### src/rtl/snake_body_controller.sv
// snake_body_controller: owns the snake head/body position state and the game-state FSM.
// Ports:
//   clk, nrst                      clock and asynchronous active-low reset
//   start                          level: IDLE->RUN, DEAD/WIN->IDLE (reinit)
//   move_tick                      one-clk pulse per game step
//   direction                      requested heading (00 up, 01 down, 10 left, 11 right)
//   bad_collision                  registered wall/border/self hit
//   good_collision(2)              registered apple hits
//   head_x, head_y                 current head cell
//   body_x, body_y                 body segments, index 0 nearest the head; unused entries are (0,0)
//   length                         number of valid body segments
//   heading                        direction applied on the last move
//   apple_eaten                    one-clk pulse after an EVAL that saw an apple hit
//   playing, game_over, win        state decodes
module snake_body_controller #(
  parameter int          MAX_LENGTH  = 30,
  parameter int          INIT_LENGTH = 3,
  parameter logic [3:0]  INIT_X      = 4'd5,
  parameter logic [3:0]  INIT_Y      = 4'd5,
  parameter int          LEN_W       = $clog2(MAX_LENGTH+1)
) (
  input  logic                        clk,
  input  logic                        nrst,
  input  logic                        start,
  input  logic                        move_tick,
  input  logic [1:0]                  direction,
  input  logic                        bad_collision,
  input  logic                        good_collision,
  input  logic                        good_collision2,
  output logic [3:0]                  head_x,
  output logic [3:0]                  head_y,
  output logic [MAX_LENGTH-1:0][3:0]  body_x,
  output logic [MAX_LENGTH-1:0][3:0]  body_y,
  output logic [LEN_W-1:0]            length,
  output logic [1:0]                  heading,
  output logic                        apple_eaten,
  output logic                        playing,
  output logic                        game_over,
  output logic                        win
);
  typedef enum logic [2:0] {S_IDLE, S_RUN, S_SETTLE, S_EVAL, S_DEAD, S_WIN} state_t;
  localparam logic [LEN_W-1:0] MAX_L  = LEN_W'(MAX_LENGTH);
  localparam logic [LEN_W-1:0] INIT_L = LEN_W'(INIT_LENGTH);
  state_t                       r_state, w_next;
  logic [3:0]                   r_hx, r_hy, w_hx, w_hy;
  logic [MAX_LENGTH-1:0][3:0]   r_bx, r_by, w_bx, w_by, w_shx, w_shy, w_ibx, w_iby;
  logic [LEN_W-1:0]             r_len, w_len;
  logic [1:0]                   r_heading, w_dir, r_grow, w_g, w_gp;
  logic [2:0]                   w_gsum;
  logic                         r_apple, w_grow, w_move, w_reinit;
  always_ff @(posedge clk or negedge nrst)
    if (!nrst) r_state <= S_IDLE;
    else       r_state <= w_next;
  always_comb begin
    w_next = r_state;
    case (r_state)
      S_IDLE:   w_next = start ? S_RUN : S_IDLE;
      S_RUN:    w_next = move_tick ? S_SETTLE : S_RUN;
      S_SETTLE: w_next = S_EVAL;
      S_EVAL:   w_next = bad_collision ? S_DEAD : (r_len == MAX_L ? S_WIN : S_RUN);
      S_DEAD:   w_next = start ? S_IDLE : S_DEAD;
      S_WIN:    w_next = start ? S_IDLE : S_WIN;
      default:  w_next = S_IDLE;
    endcase
  end
  assign w_move   = r_state == S_RUN && move_tick;
  assign w_reinit = (r_state == S_DEAD || r_state == S_WIN) && start;
  // reversal iff directions differ only in bit 0 (00<->01, 10<->11)
  assign w_dir  = (direction ^ r_heading) == 2'b01 ? r_heading : direction;
  assign w_hx   = w_dir == 2'b10 ? r_hx - 4'd1 : w_dir == 2'b11 ? r_hx + 4'd1 : r_hx;
  assign w_hy   = w_dir == 2'b00 ? r_hy - 4'd1 : w_dir == 2'b01 ? r_hy + 4'd1 : r_hy;
  assign w_grow = r_grow != 2'd0 && r_len < MAX_L;
  assign w_len  = r_len + LEN_W'(w_grow);
  assign w_shx  = {r_bx[MAX_LENGTH-2:0], r_hx};
  assign w_shy  = {r_by[MAX_LENGTH-2:0], r_hy};
  assign w_g    = {1'b0, good_collision} + {1'b0, good_collision2};
  assign w_gsum = {1'b0, r_grow} + {1'b0, w_g};
  assign w_gp   = w_gsum > 3'd3 ? 2'd3 : w_gsum[1:0];
  // entries at or beyond the new length are forced to the (0,0) border cell
  always_comb begin
    w_bx  = '0;
    w_by  = '0;
    w_ibx = '0;
    w_iby = '0;
    for (int i = 0; i < MAX_LENGTH; i++) begin
      w_bx[i]  = LEN_W'(i) < w_len ? w_shx[i] : 4'd0;
      w_by[i]  = LEN_W'(i) < w_len ? w_shy[i] : 4'd0;
      w_ibx[i] = i < INIT_LENGTH ? 4'(int'(INIT_X) - 1 - i) : 4'd0;
      w_iby[i] = i < INIT_LENGTH ? INIT_Y : 4'd0;
    end
  end
  always_ff @(posedge clk or negedge nrst)
    if (!nrst) begin
      r_hx      <= INIT_X;
      r_hy      <= INIT_Y;
      r_bx      <= w_ibx;
      r_by      <= w_iby;
      r_len     <= INIT_L;
      r_heading <= 2'b11;
      r_grow    <= 2'd0;
      r_apple   <= 1'b0;
    end else if (w_reinit) begin
      r_hx      <= INIT_X;
      r_hy      <= INIT_Y;
      r_bx      <= w_ibx;
      r_by      <= w_iby;
      r_len     <= INIT_L;
      r_heading <= 2'b11;
      r_grow    <= 2'd0;
      r_apple   <= 1'b0;
    end else begin
      r_apple <= r_state == S_EVAL && !bad_collision && w_g != 2'd0;
      if (w_move) begin
        r_hx      <= w_hx;
        r_hy      <= w_hy;
        r_heading <= w_dir;
        r_bx      <= w_bx;
        r_by      <= w_by;
        r_len     <= w_len;
        r_grow    <= r_grow - {1'b0, w_grow};
      end
      if (r_state == S_EVAL && !bad_collision) r_grow <= w_gp;
    end
  assign head_x      = r_hx;
  assign head_y      = r_hy;
  assign body_x      = r_bx;
  assign body_y      = r_by;
  assign length      = r_len;
  assign heading     = r_heading;
  assign apple_eaten = r_apple;
  assign playing     = r_state == S_RUN || r_state == S_SETTLE || r_state == S_EVAL;
  assign game_over   = r_state == S_DEAD;
  assign win         = r_state == S_WIN;
endmodule

### config.mk
export PLATFORM = sky130hd
export DESIGN_NAME = snake_body_controller
export DESIGN_NICKNAME = d
export VERILOG_FILES = /design/src/rtl/snake_body_controller.sv
export SDC_FILE = /design/constraint.sdc
export NUM_CORES = 1
export LEC_CHECK = 0
export CAP_MARGIN = 20
export CORE_UTILIZATION = 47
export CTS_BUF_LIST = sky130_fd_sc_hd__clkbuf_4
export DETAILED_ROUTE_END_ITERATION = 6
export HOLD_SLACK_MARGIN = 0.06
export PLACE_DENSITY = 0.74
export RECOVER_POWER = 25
export SYNTH_ARGS = -nofsm -noshare
export SYNTH_HDL_FRONTEND = slang
export SYNTH_SLANG_ARGS = --single-unit
### constraint.sdc
create_clock -name clk -period 4.8 [get_ports clk]
set_clock_uncertainty 0.2 [all_clocks]
set_input_delay 0.96 -clock clk [delete_from_list [all_inputs] [get_ports clk]]
set_output_delay 0.96 -clock clk [all_outputs]
set_load 0.01 [all_outputs]
==> results.cfg <==
[timing]
slew_viol_final = 128
rsz0062_at_grt = no
setup_tns_ns = 0
fmax_mhz = 250
whs_ns = 0.306
worst_pin_slew_ns = 3.14
post-route-min-period_ns = 3.99
relSlewSlack_pct = -109
hold_viol_final = 0
finalSetupViolations = 0
fin_crit_sh_pct = 83.2

[power_and_ir_drop]
p_leak_nw = 6.36
finalPower_mw = 7.05
ir_drop_v = 0.000383
p_per_area_nw_per_um2 = 502

[layout]
drive_gt1_share_pct = 14.6
register_area_um2 = 6550
multi_input_area_um2 = 3500
final_cell_mix = clkdlybuf4s50_1 (265), dfrtp_1 (243), a22o_1 (230)
area.growth.synth_to_final_pct = 36.3
fill_cells = 1618
nets = 1093
layout_commonest_cell = clkdlybuf4s50_1
layout.cells.non_filler = 1390

[clock_tree]
ctsHoldBuffers = 0
clk_latency_ns = 0.64
clkTransAtPathRegs_ns = 0.06
cts_buffers = 67
cts_root_buf = clkbuf_4
cts_sinks = 261
ctsResizeCount = 0
clockBufferDepth = 3
cts_tree = done
htree_levels = 3
post-cts-setup-buffer-count = 0

[yosys]
synth_nets = 788
synth_ff_type = dfrtp_1
synth.ff_latch_count = 261
seq_area_frac_synth_pct = 63.6
synth_cells = 766
synth_top_area_share_pct = 59.0
ys_types = 61
yosysWarnings = 0
netlist_area_um2 = 10300
yosys-top-cells-area = dfrtp_1 (59%), a22o_1 (20%), dfstp_2 (4.6%)
syn_avg_cell_area_um2 = 13.4
synth_edf_count = 0
async_reset_ff_share_pct = 100
yosys.area.top_type = dfrtp_1

[critical_path]
arrival_ns = 4.36
start_kind = register
cp-endpoint = body_y[83]
endpoint_kind = register
r2r_slack_ns = 0.81
cp_slowest_cell = xor2_1
crit_top_cell = ha_1
path_cells = nand4_1 -> a21boi_0 -> ha_1 -> ha_1 -> xor2_1 -> o21ai_1 -> a21oi_2 -> a22o_1
worstPathRequired_ns = 5.17
timing.rr.end = body_y[83]
max_stage_delay_ns = 0.69
worstPathMaxFanout = 16
reg2reg_depth = 8
worstSetupPathType = register to register
critPathLaunch = length[2]
rr_startpoint = length[2]

[status]
status = finished, violations left
violations = capacitance limit, slew limit

[floorplan]
die_area_um2 = 22500
io_pins = 268
die_width_um = 150
start_util_pct = 48.4
die-height_um = 150
rows = 53
coreArea_um2 = 21300

[global_route]
grt_pass1_vias = 7974
gr-usage-all-layers_pct = 25.7
met2_usage_pct = 39.4
antenna_found_initial = 2
grt_overflow = 0
use_met1_pct = 35.0
met3_usage_pct = 8.41
grt_pass1_wl_um = 44900
grt_max_degree = 129
top_usage_layer = met2

[placement]
io_buffers = 267
dp_hpwl_um = 19600
routabilityCongestion = 0.822
place_inst = 1277

[run]
drv_cap = 1

[routing]
vias = 7954
routed_wl_um = 28200
drc_errors = 0
drt-initial-drc-count = 440
wire_per_inst_um = 20.3
drt_pass1_iterations = 7
avgViaCountPerCell = 5.72
ant_nets = 0

[worst_hold_path]
hold_path.class = register to register
-- Yosys cell counts (2+ instances only) --
| cell | n |
|---|---|
| dfrtp_1 | 243 |
| a22o_1 | 230 |
| nor2_1 | 41 |
| a21oi_1 | 24 |
| nand2_1 | 23 |
| buf_2 | 19 |
| clkbuf_1 | 19 |
| dfstp_2 | 18 |
| o21ai_0 | 14 |
| o22ai_1 | 13 |
| inv_1 | 12 |
| ha_1 | 10 |
| nor3_1 | 8 |
| xnor2_1 | 8 |
| a21oi_2 | 6 |
| and2_1 | 6 |
| nand3_1 | 4 |
| nor2b_1 | 4 |
| a31oi_1 | 3 |
| fa_1 | 3 |
| nand2b_1 | 3 |
| nor2_2 | 3 |
| nor2_4 | 3 |
| xnor2_2 | 3 |
| a21o_1 | 2 |
| a21oi_4 | 2 |
| and3_1 | 2 |
| buf_1 | 2 |
| buf_4 | 2 |
| mux2_2 | 2 |
| mux2i_1 | 2 |
| nand4_1 | 2 |
| xor2_1 | 2 |
-- cells by family (layout without fill, tap and decap cells) --
family	after synthesis	in the layout	share of synthesized area, %
flip-flops	261	261	63.6
XOR/XNOR	13	13	1.32
other	0	4	0
buffers and inverters	56	401	2.43
adder cells (fa/ha/maj)	14	14	1.89
AND/OR/NAND/NOR	110	110	5.66
AO/OA/AOI/OAI	308	308	24.7
multiplexers	4	4	0.413
-- worst max-delay path: cells and delay by family, from the launching register on --
kind                     cells  cell delay (ns)
AND/OR/NAND/NOR              1             0.19
AO/OA/AOI/OAI                4             1.22
XOR/XNOR                     1             0.69
adder cells (fa/ha/maj)      2             1.01
flip-flops                   1             0.60
-- layer usage --
layer,vias up,wire (µm)
li1,3572,-
met1,4027,12000
met2,327,13300
met3,28,2580
met4,0,362
met5,-,0
-- worst min-delay path by stage --
| stage | from | end | slack, ns | cells past startpoint |
|---|---|---|---|---|
| after floorplan | r_grow[1] | r_grow[1] | 0.31 | 2 |
| after global placement | body_x[117] | body_x[117] | 0.29 | 1 |
| after detailed placement | body_y[119] | body_y[119] | 0.29 | 1 |
| after CTS | nrst | body_x[84] | 0.22 | 1 |
| after global routing | body_y[17] | body_y[21] | 0.31 | 1 |
| final | body_y[51] | body_y[55] | 0.31 | 1 |
-- layout make-up --
type / instances / share of cell area [%]
sequential: 261 / 46.7
inverter: 12 / 0.321
tap: 275 / 2.45
clock buffer: 95 / 5.08
antenna: 4 / 0.0713
timing repair buffer: 280 / 19.9
clock inverter: 14 / 0.597
multi-input combinational: 449 / 25.0
-- sequential cells by signal (all words and copies together) (netlist names) --
register     count
apple_eaten      1
body_x         120
body_y         120
head_x           4
head_y           4
heading          2
length           5
r_grow           2
r_state          3
-- power by group --
part / internal (mW) / total [mW] / switching (mW) / leakage (nW)
logic: 0.958 / 2.41 / 1.46 / 2.32
clock network: 0.959 / 1.82 / 0.862 / 0.481
registers: 2.50 / 2.81 / 0.312 / 3.55
total: 4.42 / 7.05 / 2.63 / 6.36
-- stage by stage --
stage	util, %	cell area [µm²]	worst slack [ns]
6_report	66.0	14000	0.806
5_1_grt	66.0	14000	0.516
4_1_cts	66.0	14000	0.803
3_5_place_dp	62.2	13200	0.853
3_3_place_gp	62.2	13200	0.908
2_1_floorplan	-	10300	1.74
(Power assumes the default switching activity.)
